## config.mk

```make
export PLATFORM = sky130hd
export DESIGN_NAME = id_decode_stage_flat
export DESIGN_NICKNAME = d
export VERILOG_FILES = /design/src/rtl/id_decode_stage_pkg.sv /design/src/rtl/id_decode_stage_if.sv /design/src/rtl/id_decode_stage_imm_gen.sv /design/src/rtl/id_decode_stage.sv /design/src/flat_wrapper.sv
export SDC_FILE = /design/constraint.sdc
export NUM_CORES = 1
export LEC_CHECK = 0
export CAP_MARGIN = 15
export CORE_MARGIN = 2
export CORE_UTILIZATION = 66
export CTS_CLUSTER_SIZE = 16
export DETAILED_ROUTE_END_ITERATION = 8
export DONT_BUFFER_PORTS = 1
export PLACE_DENSITY_LB_ADDON = 0.25
export SLEW_MARGIN = 20
export SYNTH_ARGS = -nofsm -noshare
export SYNTH_HDL_FRONTEND = slang
export SYNTH_SLANG_ARGS = --single-unit
```

## constraint.sdc

```tcl
create_clock -name clk -period 4.65 [get_ports clk]
set_input_delay 1.1625 -clock clk [delete_from_list [all_inputs] [get_ports clk]]
set_output_delay 1.1625 -clock clk [all_outputs]
set_load 0.02 [all_outputs]
```

## src/rtl/id_decode_stage_pkg.sv

```systemverilog
// Shared RV32I decode definitions: opcodes, ALU operation codes, decode bundles
// and the immediate-extraction helpers used by id_decode_stage and imm_gen.
package id_decode_stage_pkg;

    localparam logic [6:0] OPC_LUI    = 7'b0110111;
    localparam logic [6:0] OPC_AUIPC  = 7'b0010111;
    localparam logic [6:0] OPC_JAL    = 7'b1101111;
    localparam logic [6:0] OPC_JALR   = 7'b1100111;
    localparam logic [6:0] OPC_BRANCH = 7'b1100011;
    localparam logic [6:0] OPC_LOAD   = 7'b0000011;
    localparam logic [6:0] OPC_STORE  = 7'b0100011;
    localparam logic [6:0] OPC_OP_IMM = 7'b0010011;
    localparam logic [6:0] OPC_OP     = 7'b0110011;

    typedef enum logic [3:0] {
        ALU_ADD    = 4'h0,
        ALU_SUB    = 4'h1,
        ALU_XOR    = 4'h2,
        ALU_OR     = 4'h3,
        ALU_AND    = 4'h4,
        ALU_SLL    = 4'h5,
        ALU_SRL    = 4'h6,
        ALU_SRA    = 4'h7,
        ALU_SLT    = 4'h8,
        ALU_SLTU   = 4'h9,
        ALU_PC_IMM = 4'hA,
        ALU_PASS_B = 4'hB,
        ALU_MUL    = 4'hC,
        ALU_MULH   = 4'hD,
        ALU_MULHSU = 4'hE,
        ALU_MULHU  = 4'hF
    } alu_op_e;

    typedef struct packed {
        logic    legal;
        logic    use_rs1;
        logic    use_rs2;
        alu_op_e alu;
        logic    alu_src;
        logic    branch;
        logic    jump;
        logic    jalr;
        logic    auipc;
        logic    mem_ren;
        logic    mem_wen;
        logic    wb_sel;
        logic    reg_wb;
    } dec_t;

    typedef struct packed {
        alu_op_e    alu;
        logic       alu_src;
        logic       branch;
        logic       jump;
        logic       jalr;
        logic       auipc;
        logic       mem_ren;
        logic       mem_wen;
        logic       wb_sel;
        logic       reg_wb;
        logic [2:0] funct3;
        logic [4:0] rd;
        logic [4:0] rs1;
        logic [4:0] rs2;
    } idex_t;

    // alt selects SUB for funct3=000 and SRA for funct3=101
    function automatic alu_op_e alu_from_funct3(input logic [2:0] funct3, input logic alt);
        case (funct3)
            3'b000:  return alt ? ALU_SUB : ALU_ADD;
            3'b001:  return ALU_SLL;
            3'b010:  return ALU_SLT;
            3'b011:  return ALU_SLTU;
            3'b100:  return ALU_XOR;
            3'b101:  return alt ? ALU_SRA : ALU_SRL;
            3'b110:  return ALU_OR;
            default: return ALU_AND;
        endcase
    endfunction

    function automatic logic [31:0] imm_i(input logic [31:0] instr);
        return {{20{instr[31]}}, instr[31:20]};
    endfunction

    function automatic logic [31:0] imm_s(input logic [31:0] instr);
        return {{20{instr[31]}}, instr[31:25], instr[11:7]};
    endfunction

    function automatic logic [31:0] imm_b(input logic [31:0] instr);
        return {{19{instr[31]}}, instr[31], instr[7], instr[30:25], instr[11:8], 1'b0};
    endfunction

    function automatic logic [31:0] imm_u(input logic [31:0] instr);
        return {instr[31:12], 12'h000};
    endfunction

    function automatic logic [31:0] imm_j(input logic [31:0] instr);
        return {{11{instr[31]}}, instr[31], instr[19:12], instr[20], instr[30:21], 1'b0};
    endfunction

endpackage

```

## src/rtl/id_decode_stage_if.sv

```systemverilog
// IF/ID -> ID/EX bundle: instruction handshake in, decoded ID/EX register out.
// The decode stage uses the master modport; the surrounding pipeline uses slave.
interface id_decode_stage_if #(
    parameter int XLEN       = 32,
    parameter int ALU_CTRL_W = 4,
    parameter int ILL_CNT_W  = 16
);
    logic [31:0]           instr_in;
    logic [XLEN-1:0]       pc_in;
    logic                  if_valid;
    logic                  id_ready;
    logic                  ex_ready;
    logic                  flush;
    logic                  ex_valid;
    logic [ALU_CTRL_W-1:0] ex_alu_ctrl;
    logic                  ex_alu_src;
    logic                  ex_branch;
    logic                  ex_jump;
    logic                  ex_jalr;
    logic                  ex_auipc;
    logic                  ex_mem_ren;
    logic                  ex_mem_wen;
    logic                  ex_wb_sel;
    logic                  ex_reg_wb;
    logic [2:0]            ex_funct3;
    logic [4:0]            ex_rd;
    logic [4:0]            ex_rs1;
    logic [4:0]            ex_rs2;
    logic [XLEN-1:0]       ex_imm;
    logic [XLEN-1:0]       ex_pc;
    logic [ILL_CNT_W-1:0]  ill_count;

    modport master (
        input  instr_in, pc_in, if_valid, ex_ready, flush,
        output id_ready, ex_valid, ex_alu_ctrl, ex_alu_src, ex_branch, ex_jump,
               ex_jalr, ex_auipc, ex_mem_ren, ex_mem_wen, ex_wb_sel, ex_reg_wb,
               ex_funct3, ex_rd, ex_rs1, ex_rs2, ex_imm, ex_pc, ill_count
    );

    modport slave (
        output instr_in, pc_in, if_valid, ex_ready, flush,
        input  id_ready, ex_valid, ex_alu_ctrl, ex_alu_src, ex_branch, ex_jump,
               ex_jalr, ex_auipc, ex_mem_ren, ex_mem_wen, ex_wb_sel, ex_reg_wb,
               ex_funct3, ex_rd, ex_rs1, ex_rs2, ex_imm, ex_pc, ill_count
    );
endinterface

```

## src/rtl/id_decode_stage_imm_gen.sv

```systemverilog
// Combinational immediate generator: selects the I/S/B/U/J immediate by opcode
// and sign-extends it to XLEN. Opcodes without an immediate yield zero.
module imm_gen
    import id_decode_stage_pkg::*;
#(
    parameter int XLEN = 32
) (
    input  logic [31:0]     instr,
    output logic [XLEN-1:0] imm
);
    logic [31:0] imm32;

    always_comb begin
        imm32 = '0;
        case (instr[6:0])
            OPC_OP_IMM, OPC_LOAD, OPC_JALR: imm32 = imm_i(instr);
            OPC_STORE:                      imm32 = imm_s(instr);
            OPC_BRANCH:                     imm32 = imm_b(instr);
            OPC_LUI, OPC_AUIPC:             imm32 = imm_u(instr);
            OPC_JAL:                        imm32 = imm_j(instr);
            default:                        imm32 = '0;
        endcase
    end

    assign imm = XLEN'($signed(imm32));
endmodule

```

## src/rtl/id_decode_stage.sv

```systemverilog
// Registered RV32I decode stage: decode, load-use bubble insertion, flush and
// ID/EX register with saturating illegal count. Define RV_MEXT_EN for MUL*.
module id_decode_stage
    import id_decode_stage_pkg::*;
#(
    parameter int XLEN       = 32,
    parameter int ALU_CTRL_W = 4,
    parameter int ILL_CNT_W  = 16
) (
    input logic               clk,
    input logic               reset,
    id_decode_stage_if.master bus
);
    logic [31:0]          instr;
    logic [2:0]           f3;
    logic [6:0]           f7;
    logic [XLEN-1:0]      imm;
    dec_t                 dec;
    idex_t                idex_d, ex_q;
    logic                 valid_q;
    logic [XLEN-1:0]      imm_q, pc_q;
    logic [ILL_CNT_W-1:0] ill_q;
    logic                 hazard;

    assign instr = bus.instr_in;
    assign f3    = instr[14:12];
    assign f7    = instr[31:25];

    imm_gen #(.XLEN(XLEN)) u_imm_gen (.instr(instr), .imm(imm));

    always_comb begin
        dec = '0;
        case (instr[6:0])
            OPC_LUI: begin
                dec = '{legal: 1'b1, alu: ALU_PASS_B, alu_src: 1'b1, reg_wb: 1'b1, default: '0};
            end
            OPC_AUIPC: begin
                dec = '{legal: 1'b1, alu: ALU_PC_IMM, alu_src: 1'b1, auipc: 1'b1, reg_wb: 1'b1, default: '0};
            end
            OPC_JAL: begin
                dec = '{legal: 1'b1, alu: ALU_PC_IMM, alu_src: 1'b1, jump: 1'b1, reg_wb: 1'b1, default: '0};
            end
            OPC_JALR: begin
                dec = '{legal: (f3 == 3'b000), use_rs1: 1'b1, alu: ALU_PC_IMM, alu_src: 1'b1,
                        jump: 1'b1, jalr: 1'b1, reg_wb: 1'b1, default: '0};
            end
            OPC_BRANCH: begin
                dec = '{legal: (f3 != 3'b010) && (f3 != 3'b011), use_rs1: 1'b1, use_rs2: 1'b1,
                        alu: ALU_SUB, branch: 1'b1, default: '0};
            end
            OPC_LOAD: begin
                dec = '{legal: (f3 != 3'b011) && (f3 != 3'b110) && (f3 != 3'b111), use_rs1: 1'b1,
                        alu: ALU_ADD, alu_src: 1'b1, mem_ren: 1'b1, wb_sel: 1'b1, reg_wb: 1'b1,
                        default: '0};
            end
            OPC_STORE: begin
                dec = '{legal: (f3 <= 3'b010), use_rs1: 1'b1, use_rs2: 1'b1, alu: ALU_ADD,
                        alu_src: 1'b1, mem_wen: 1'b1, default: '0};
            end
            OPC_OP_IMM: begin
                dec.use_rs1 = 1'b1;
                dec.alu_src = 1'b1;
                dec.reg_wb  = 1'b1;
                dec.alu     = alu_from_funct3(f3, instr[30] & (f3 == 3'b101));
                if (f3 == 3'b001)
                    dec.legal = (f7 == 7'b0000000);
                else if (f3 == 3'b101)
                    dec.legal = (f7 == 7'b0000000) || (f7 == 7'b0100000);
                else
                    dec.legal = 1'b1;
            end
            OPC_OP: begin
                dec.use_rs1 = 1'b1;
                dec.use_rs2 = 1'b1;
                dec.reg_wb  = 1'b1;
                if (f7 == 7'b0000000) begin
                    dec.legal = 1'b1;
                    dec.alu   = alu_from_funct3(f3, 1'b0);
                end else if (f7 == 7'b0100000) begin
                    dec.legal = (f3 == 3'b000) || (f3 == 3'b101);
                    dec.alu   = alu_from_funct3(f3, 1'b1);
                end else if (f7 == 7'b0000001) begin
`ifdef RV_MEXT_EN
                    // MUL/MULH/MULHSU/MULHU only; DIV/REM stay illegal
                    dec.legal = ~f3[2];
                    dec.alu   = alu_op_e'({2'b11, f3[1:0]});
`else
                    dec.legal = 1'b0;
`endif
                end
            end
            default: dec = '0;
        endcase
    end

    always_comb begin
        idex_d         = '0;
        idex_d.alu     = dec.alu;
        idex_d.alu_src = dec.alu_src;
        idex_d.branch  = dec.branch;
        idex_d.jump    = dec.jump;
        idex_d.jalr    = dec.jalr;
        idex_d.auipc   = dec.auipc;
        idex_d.mem_ren = dec.mem_ren;
        idex_d.mem_wen = dec.mem_wen;
        idex_d.wb_sel  = dec.wb_sel;
        idex_d.reg_wb  = dec.reg_wb & (instr[11:7] != 5'd0);
        idex_d.funct3  = f3;
        idex_d.rd      = instr[11:7];
        idex_d.rs1     = instr[19:15];
        idex_d.rs2     = instr[24:20];
    end

    assign hazard = valid_q & ex_q.mem_ren & (ex_q.rd != 5'd0) &
                    ((dec.use_rs1 & (idex_d.rs1 == ex_q.rd)) |
                     (dec.use_rs2 & (idex_d.rs2 == ex_q.rd)));

    assign bus.id_ready = bus.flush | (bus.ex_ready & ~hazard);

    always_ff @(posedge clk) begin
        if (reset) begin
            valid_q <= 1'b0;
            ex_q    <= '0;
            imm_q   <= '0;
            pc_q    <= '0;
            ill_q   <= '0;
        end else if (bus.flush) begin
            valid_q <= 1'b0;
        end else if (bus.ex_ready) begin
            if (hazard) begin
                valid_q <= 1'b0;
            end else if (bus.if_valid && dec.legal) begin
                valid_q <= 1'b1;
                ex_q    <= idex_d;
                imm_q   <= imm;
                pc_q    <= bus.pc_in;
            end else begin
                valid_q <= 1'b0;
                if (bus.if_valid && !(&ill_q))
                    ill_q <= ill_q + 1'b1;
            end
        end
    end

    assign bus.ex_valid    = valid_q;
    assign bus.ex_alu_ctrl = ALU_CTRL_W'(ex_q.alu);
    assign bus.ex_alu_src  = ex_q.alu_src;
    assign bus.ex_branch   = ex_q.branch;
    assign bus.ex_jump     = ex_q.jump;
    assign bus.ex_jalr     = ex_q.jalr;
    assign bus.ex_auipc    = ex_q.auipc;
    assign bus.ex_mem_ren  = ex_q.mem_ren;
    assign bus.ex_mem_wen  = ex_q.mem_wen;
    assign bus.ex_wb_sel   = ex_q.wb_sel;
    assign bus.ex_reg_wb   = ex_q.reg_wb;
    assign bus.ex_funct3   = ex_q.funct3;
    assign bus.ex_rd       = ex_q.rd;
    assign bus.ex_rs1      = ex_q.rs1;
    assign bus.ex_rs2      = ex_q.rs2;
    assign bus.ex_imm      = imm_q;
    assign bus.ex_pc       = pc_q;
    assign bus.ill_count   = ill_q;
endmodule

```

## src/flat_wrapper.sv

```systemverilog
// flat-port wrapper written by rule: the top's interface ports become plain ports
module id_decode_stage_flat import id_decode_stage_pkg::*;
#(
    parameter int XLEN       = 32,
    parameter int ALU_CTRL_W = 4,
    parameter int ILL_CNT_W  = 16
)
  (clk, reset, bus_instr_in, bus_pc_in, bus_if_valid, bus_ex_ready, bus_flush, bus_id_ready, bus_ex_valid, bus_ex_alu_ctrl, bus_ex_alu_src, bus_ex_branch, bus_ex_jump, bus_ex_jalr, bus_ex_auipc, bus_ex_mem_ren, bus_ex_mem_wen, bus_ex_wb_sel, bus_ex_reg_wb, bus_ex_funct3, bus_ex_rd, bus_ex_rs1, bus_ex_rs2, bus_ex_imm, bus_ex_pc, bus_ill_count);
  id_decode_stage_if #(.XLEN(XLEN), .ALU_CTRL_W(ALU_CTRL_W), .ILL_CNT_W(ILL_CNT_W)) bus_i ();
  input logic clk;
  input logic reset;
  input wire logic [$bits(bus_i.instr_in)-1:0] bus_instr_in;
  input wire logic [$bits(bus_i.pc_in)-1:0] bus_pc_in;
  input wire logic [$bits(bus_i.if_valid)-1:0] bus_if_valid;
  input wire logic [$bits(bus_i.ex_ready)-1:0] bus_ex_ready;
  input wire logic [$bits(bus_i.flush)-1:0] bus_flush;
  output wire logic [$bits(bus_i.id_ready)-1:0] bus_id_ready;
  output wire logic [$bits(bus_i.ex_valid)-1:0] bus_ex_valid;
  output wire logic [$bits(bus_i.ex_alu_ctrl)-1:0] bus_ex_alu_ctrl;
  output wire logic [$bits(bus_i.ex_alu_src)-1:0] bus_ex_alu_src;
  output wire logic [$bits(bus_i.ex_branch)-1:0] bus_ex_branch;
  output wire logic [$bits(bus_i.ex_jump)-1:0] bus_ex_jump;
  output wire logic [$bits(bus_i.ex_jalr)-1:0] bus_ex_jalr;
  output wire logic [$bits(bus_i.ex_auipc)-1:0] bus_ex_auipc;
  output wire logic [$bits(bus_i.ex_mem_ren)-1:0] bus_ex_mem_ren;
  output wire logic [$bits(bus_i.ex_mem_wen)-1:0] bus_ex_mem_wen;
  output wire logic [$bits(bus_i.ex_wb_sel)-1:0] bus_ex_wb_sel;
  output wire logic [$bits(bus_i.ex_reg_wb)-1:0] bus_ex_reg_wb;
  output wire logic [$bits(bus_i.ex_funct3)-1:0] bus_ex_funct3;
  output wire logic [$bits(bus_i.ex_rd)-1:0] bus_ex_rd;
  output wire logic [$bits(bus_i.ex_rs1)-1:0] bus_ex_rs1;
  output wire logic [$bits(bus_i.ex_rs2)-1:0] bus_ex_rs2;
  output wire logic [$bits(bus_i.ex_imm)-1:0] bus_ex_imm;
  output wire logic [$bits(bus_i.ex_pc)-1:0] bus_ex_pc;
  output wire logic [$bits(bus_i.ill_count)-1:0] bus_ill_count;
  assign bus_i.instr_in = bus_instr_in;
  assign bus_i.pc_in = bus_pc_in;
  assign bus_i.if_valid = bus_if_valid;
  assign bus_i.ex_ready = bus_ex_ready;
  assign bus_i.flush = bus_flush;
  assign bus_id_ready = bus_i.id_ready;
  assign bus_ex_valid = bus_i.ex_valid;
  assign bus_ex_alu_ctrl = bus_i.ex_alu_ctrl;
  assign bus_ex_alu_src = bus_i.ex_alu_src;
  assign bus_ex_branch = bus_i.ex_branch;
  assign bus_ex_jump = bus_i.ex_jump;
  assign bus_ex_jalr = bus_i.ex_jalr;
  assign bus_ex_auipc = bus_i.ex_auipc;
  assign bus_ex_mem_ren = bus_i.ex_mem_ren;
  assign bus_ex_mem_wen = bus_i.ex_mem_wen;
  assign bus_ex_wb_sel = bus_i.ex_wb_sel;
  assign bus_ex_reg_wb = bus_i.ex_reg_wb;
  assign bus_ex_funct3 = bus_i.ex_funct3;
  assign bus_ex_rd = bus_i.ex_rd;
  assign bus_ex_rs1 = bus_i.ex_rs1;
  assign bus_ex_rs2 = bus_i.ex_rs2;
  assign bus_ex_imm = bus_i.ex_imm;
  assign bus_ex_pc = bus_i.ex_pc;
  assign bus_ill_count = bus_i.ill_count;
  id_decode_stage #(.XLEN(XLEN), .ALU_CTRL_W(ALU_CTRL_W), .ILL_CNT_W(ILL_CNT_W)) u_core (.clk(clk), .reset(reset), .bus(bus_i));
endmodule
```

==> flow_metrics.tcl <==
set metrics [dict create \
    status "complete, no violations" \
    tritoncts "done" \
    chipHeight_um 89.9 \
    drv_slew 0 \
    fill_cells 623 \
    synth-async-reset-ratio_pct 0 \
    clk_latency_ns 0.37 \
    grt_overflow 0 \
    fin_nets 652 \
    min_period_ns 3.84 \
    report.final.setup_viol 0 \
    grt_max_degree 113 \
    grt_pass1_wl_mm 19.9 \
    crit_type "in2out" \
    layout_commonest_cell "nand2_1" \
    area_delta_synth_final_pct 2.88 \
    startpoint_type "input pin" \
    cp_max_fo 10 \
    synth.net_count 685 \
    cp-end-kind "primary output" \
    cts_sinks 111 \
    holdBufCountCts 0 \
    hold_ws_ns 0.557 \
    combPwrFrac_pct 2.7 \
    grt_setup_unrepaired "false" \
    p_sw_share_pct 22.1 \
    post_cts_buffers 0 \
    port_buffers 0 \
    ys_ff_latch 111 \
    viasPerCell 6.39 \
    synth_edf_count 0 \
    critical_path.max_stage_delay_ns 0.42 \
    core-area_mm2 0.00721 \
    mostFrequentLayoutCells "137 x nand2_1, 111 x dfxtp_1, 84 x a21oi_1, 46 x nor2_1, 33 x nor3_1" \
    grtUsageTotal_pct 29.4 \
    ff2ff_setup_slack_ns 1.67 \
    dr.pass1.iters 5 \
    min_path_type "reg2reg" \
    finalSetupTns_ns 0 \
    maxCapViolCount 0 \
    post_drt_wl_per_cell_um 17.9 \
    vdd_drop_max_v 0.000178 \
    cts-htree-levels 3 \
    final_area_mm2 0.00501 \
    cts-resized-gates 0 \
    pwr-share-seq_pct 60.5 \
    clock_skew_ns 0.0145 \
    dpl_cell_area_mm2 0.00480 \
    tightest_slew_ns 0.689 \
    p_clk_share_pct 36.7 \
    routed_wl_mm 12.3 \
    ctsRootBufferMaster "clkbuf_8" \
    period_share_pct 82.5 \
    dr_total_vias 4385 \
    remaining_drc_errors 0 \
    critPathArrivalTime_ns 2.67 \
    fmax_ghz 0.261 \
    slowest_stage "a2111oi_0" \
    intPower_mw 1.24 \
    switchingPower_mw 0.352 \
    grt_pass1_vias 4022 \
    num_io_pins 182 \
    clkSlewWorstSetupHoldPaths_ns 0.10 \
    max_slew_margin_pct 53.9 \
    ant_nets 0 \
    avgSynthCellArea_um2 7.91 \
    drive_gt1_share_pct 4.94 \
    die_area_mm2 0.00808 \
    post_synth_inst_count 615 \
    ys_types 49 \
    gp_congestion 0.968 \
    cp_cell_sequence "nand2b_1, a2111oi_0, and4_1, o2111ai_2, a21o_1" \
    multi_input_area_mm2 0.00241 \
    core.rowCount 31 \
    synth_flop_cell "dfxtp_1" \
    yosysSeqAreaShare_pct 45.7 \
    die_w_um 89.9 \
    ff_latch_area_mm2 0.00222 \
    drt_iter0_drc 360 \
    dp_hpwl_mm 8.60 \
    antenna_cells 0 \
    cts_made_buffers 9 \
    start_util_pct 67.5 \
    antenna_found_initial 0 \
    power_leakage_nw 1.54 \
    cts_max_path_buffers 2 \
    hold_viol 0 \
    p_per_area_mw_per_mm2 317 \
    syn-cell-area_mm2 0.00487 \
    ys_warn_count 0 \
    required_ns 3.49 \
]
[logic make-up (layout without fill, tap and decap cells)]
kind of cell	Yosys count	count (layout)	share of synthesized area (%)
simple gates	290	290	27.2
compound gates	148	148	19.3
flops	111	111	45.7
buf+inv	52	24	5.17
xor+xnor	11	11	1.98
mux	2	2	0.437
fa+ha+maj	1	1	0.257
[power by group through the flow]
stage | Clock, mW | Sequential [mW] | Combinational (mW)
after floorplan | 0 | 0.983 | 0.0556
after global placement | 0 | 0.984 | 0.0412
after detailed placement | 0 | 0.984 | 0.0428
after CTS | 0.592 | 0.962 | 0.0430
after global routing | 0.623 | 0.963 | 0.0478
final | 0.584 | 0.962 | 0.0434
[through the flow]
step	cells	setup slack, ns	util [%]	total power, mW
2_1_floorplan	615	0.938	-	1.04
3_3_place_gp	670	0.905	66.6	1.03
3_5_place_dp	670	0.824	66.6	1.03
4_1_cts	686	0.823	69.4	1.60
5_1_grt	686	0.764	69.4	1.63
6_report	686	0.813	69.4	1.59
[synth_stat cells (all sizes together) (2+ instances only)]
cell type    n  area share (%)
xnor2        6             1.1
clkbuf      28             2.2
nor4         5            0.64
nand3       20             2.1
a221oi       5            0.90
nor2b        6            0.77
a2111oi      2            0.75
or3          5            0.64
and2         3            0.39
and3         5            0.64
inv          4            0.31
nand2      137              11
a311oi       2            0.36
a21oi       84             8.6
and4         2            0.36
nor3        33             3.4
o31a         3            0.54
nor2        46             3.5
a21o         3            0.46
nand4        7            0.90
dfxtp      111              46
o31ai        8             1.2
o21ai        9            0.93
nand3b       4            0.62
or4          9             1.5
o41ai        2            0.36
a211oi      22             3.4
nand2b       5            0.64
xor2         5            0.90
buf         20             2.7
[layer usage]
layer,vias up,wire (um),global-route usage [%],part of all wire [%]
li1,2091,-,-,-
met1,2032,4810,36.0,39
met2,229,5880,49.4,48
met3,33,1330,9.30,11
met4,0,270,10.1,2.2
met5,-,0,0,0
[worst max-delay path: cells and delay by family]
family / cells / cell delay [ns]
compound gates: 3 / 1.04
simple gates: 2 / 0.47
[registers in the layout, summed over array words and instances (netlist names), 3 cells and up]
| signal | cells |
|---|---|
| u_core.bus.ex_alu_ctrl | 4 |
| u_core.bus.ex_funct3 | 3 |
| u_core.bus.ex_imm | 32 |
| u_core.bus.ex_pc | 32 |
| u_core.bus.ex_rd | 5 |
| u_core.bus.ex_rs1 | 5 |
| u_core.bus.ex_rs2 | 5 |
| u_core.bus.ill_count | 16 |
[area by class of cell]
type / count / share of cell area, %
multi-input cells: 452 / 48.2
flip-flops and latches: 111 / 44.4
clock buffers: 10 / 2.75
well taps: 99 / 2.47
clock inverters: 6 / 1.35
repair buffers: 4 / 0.600
inverters: 4 / 0.300
[worst paths after layout]
| check | start | endpoint | depth (start not counted) |
|---|---|---|---|
| max | bus_instr_in[4] | bus_id_ready | 5 |
| min | u_core.bus.ex_imm[6]$_SDFFE_PP0P_ | u_core.bus.ex_imm[6]$_SDFFE_PP0P_ | 2 |
| max reg2reg | u_core.bus.ex_rd[1]$_SDFFE_PP0P_ | u_core.bus.ill_count[12]$_SDFFE_PP0P_ | 7 |
| min reg2reg | u_core.bus.ex_imm[6]$_SDFFE_PP0P_ | u_core.bus.ex_imm[6]$_SDFFE_PP0P_ | 2 |
Note: power is estimated with default switching activity, not from simulation.
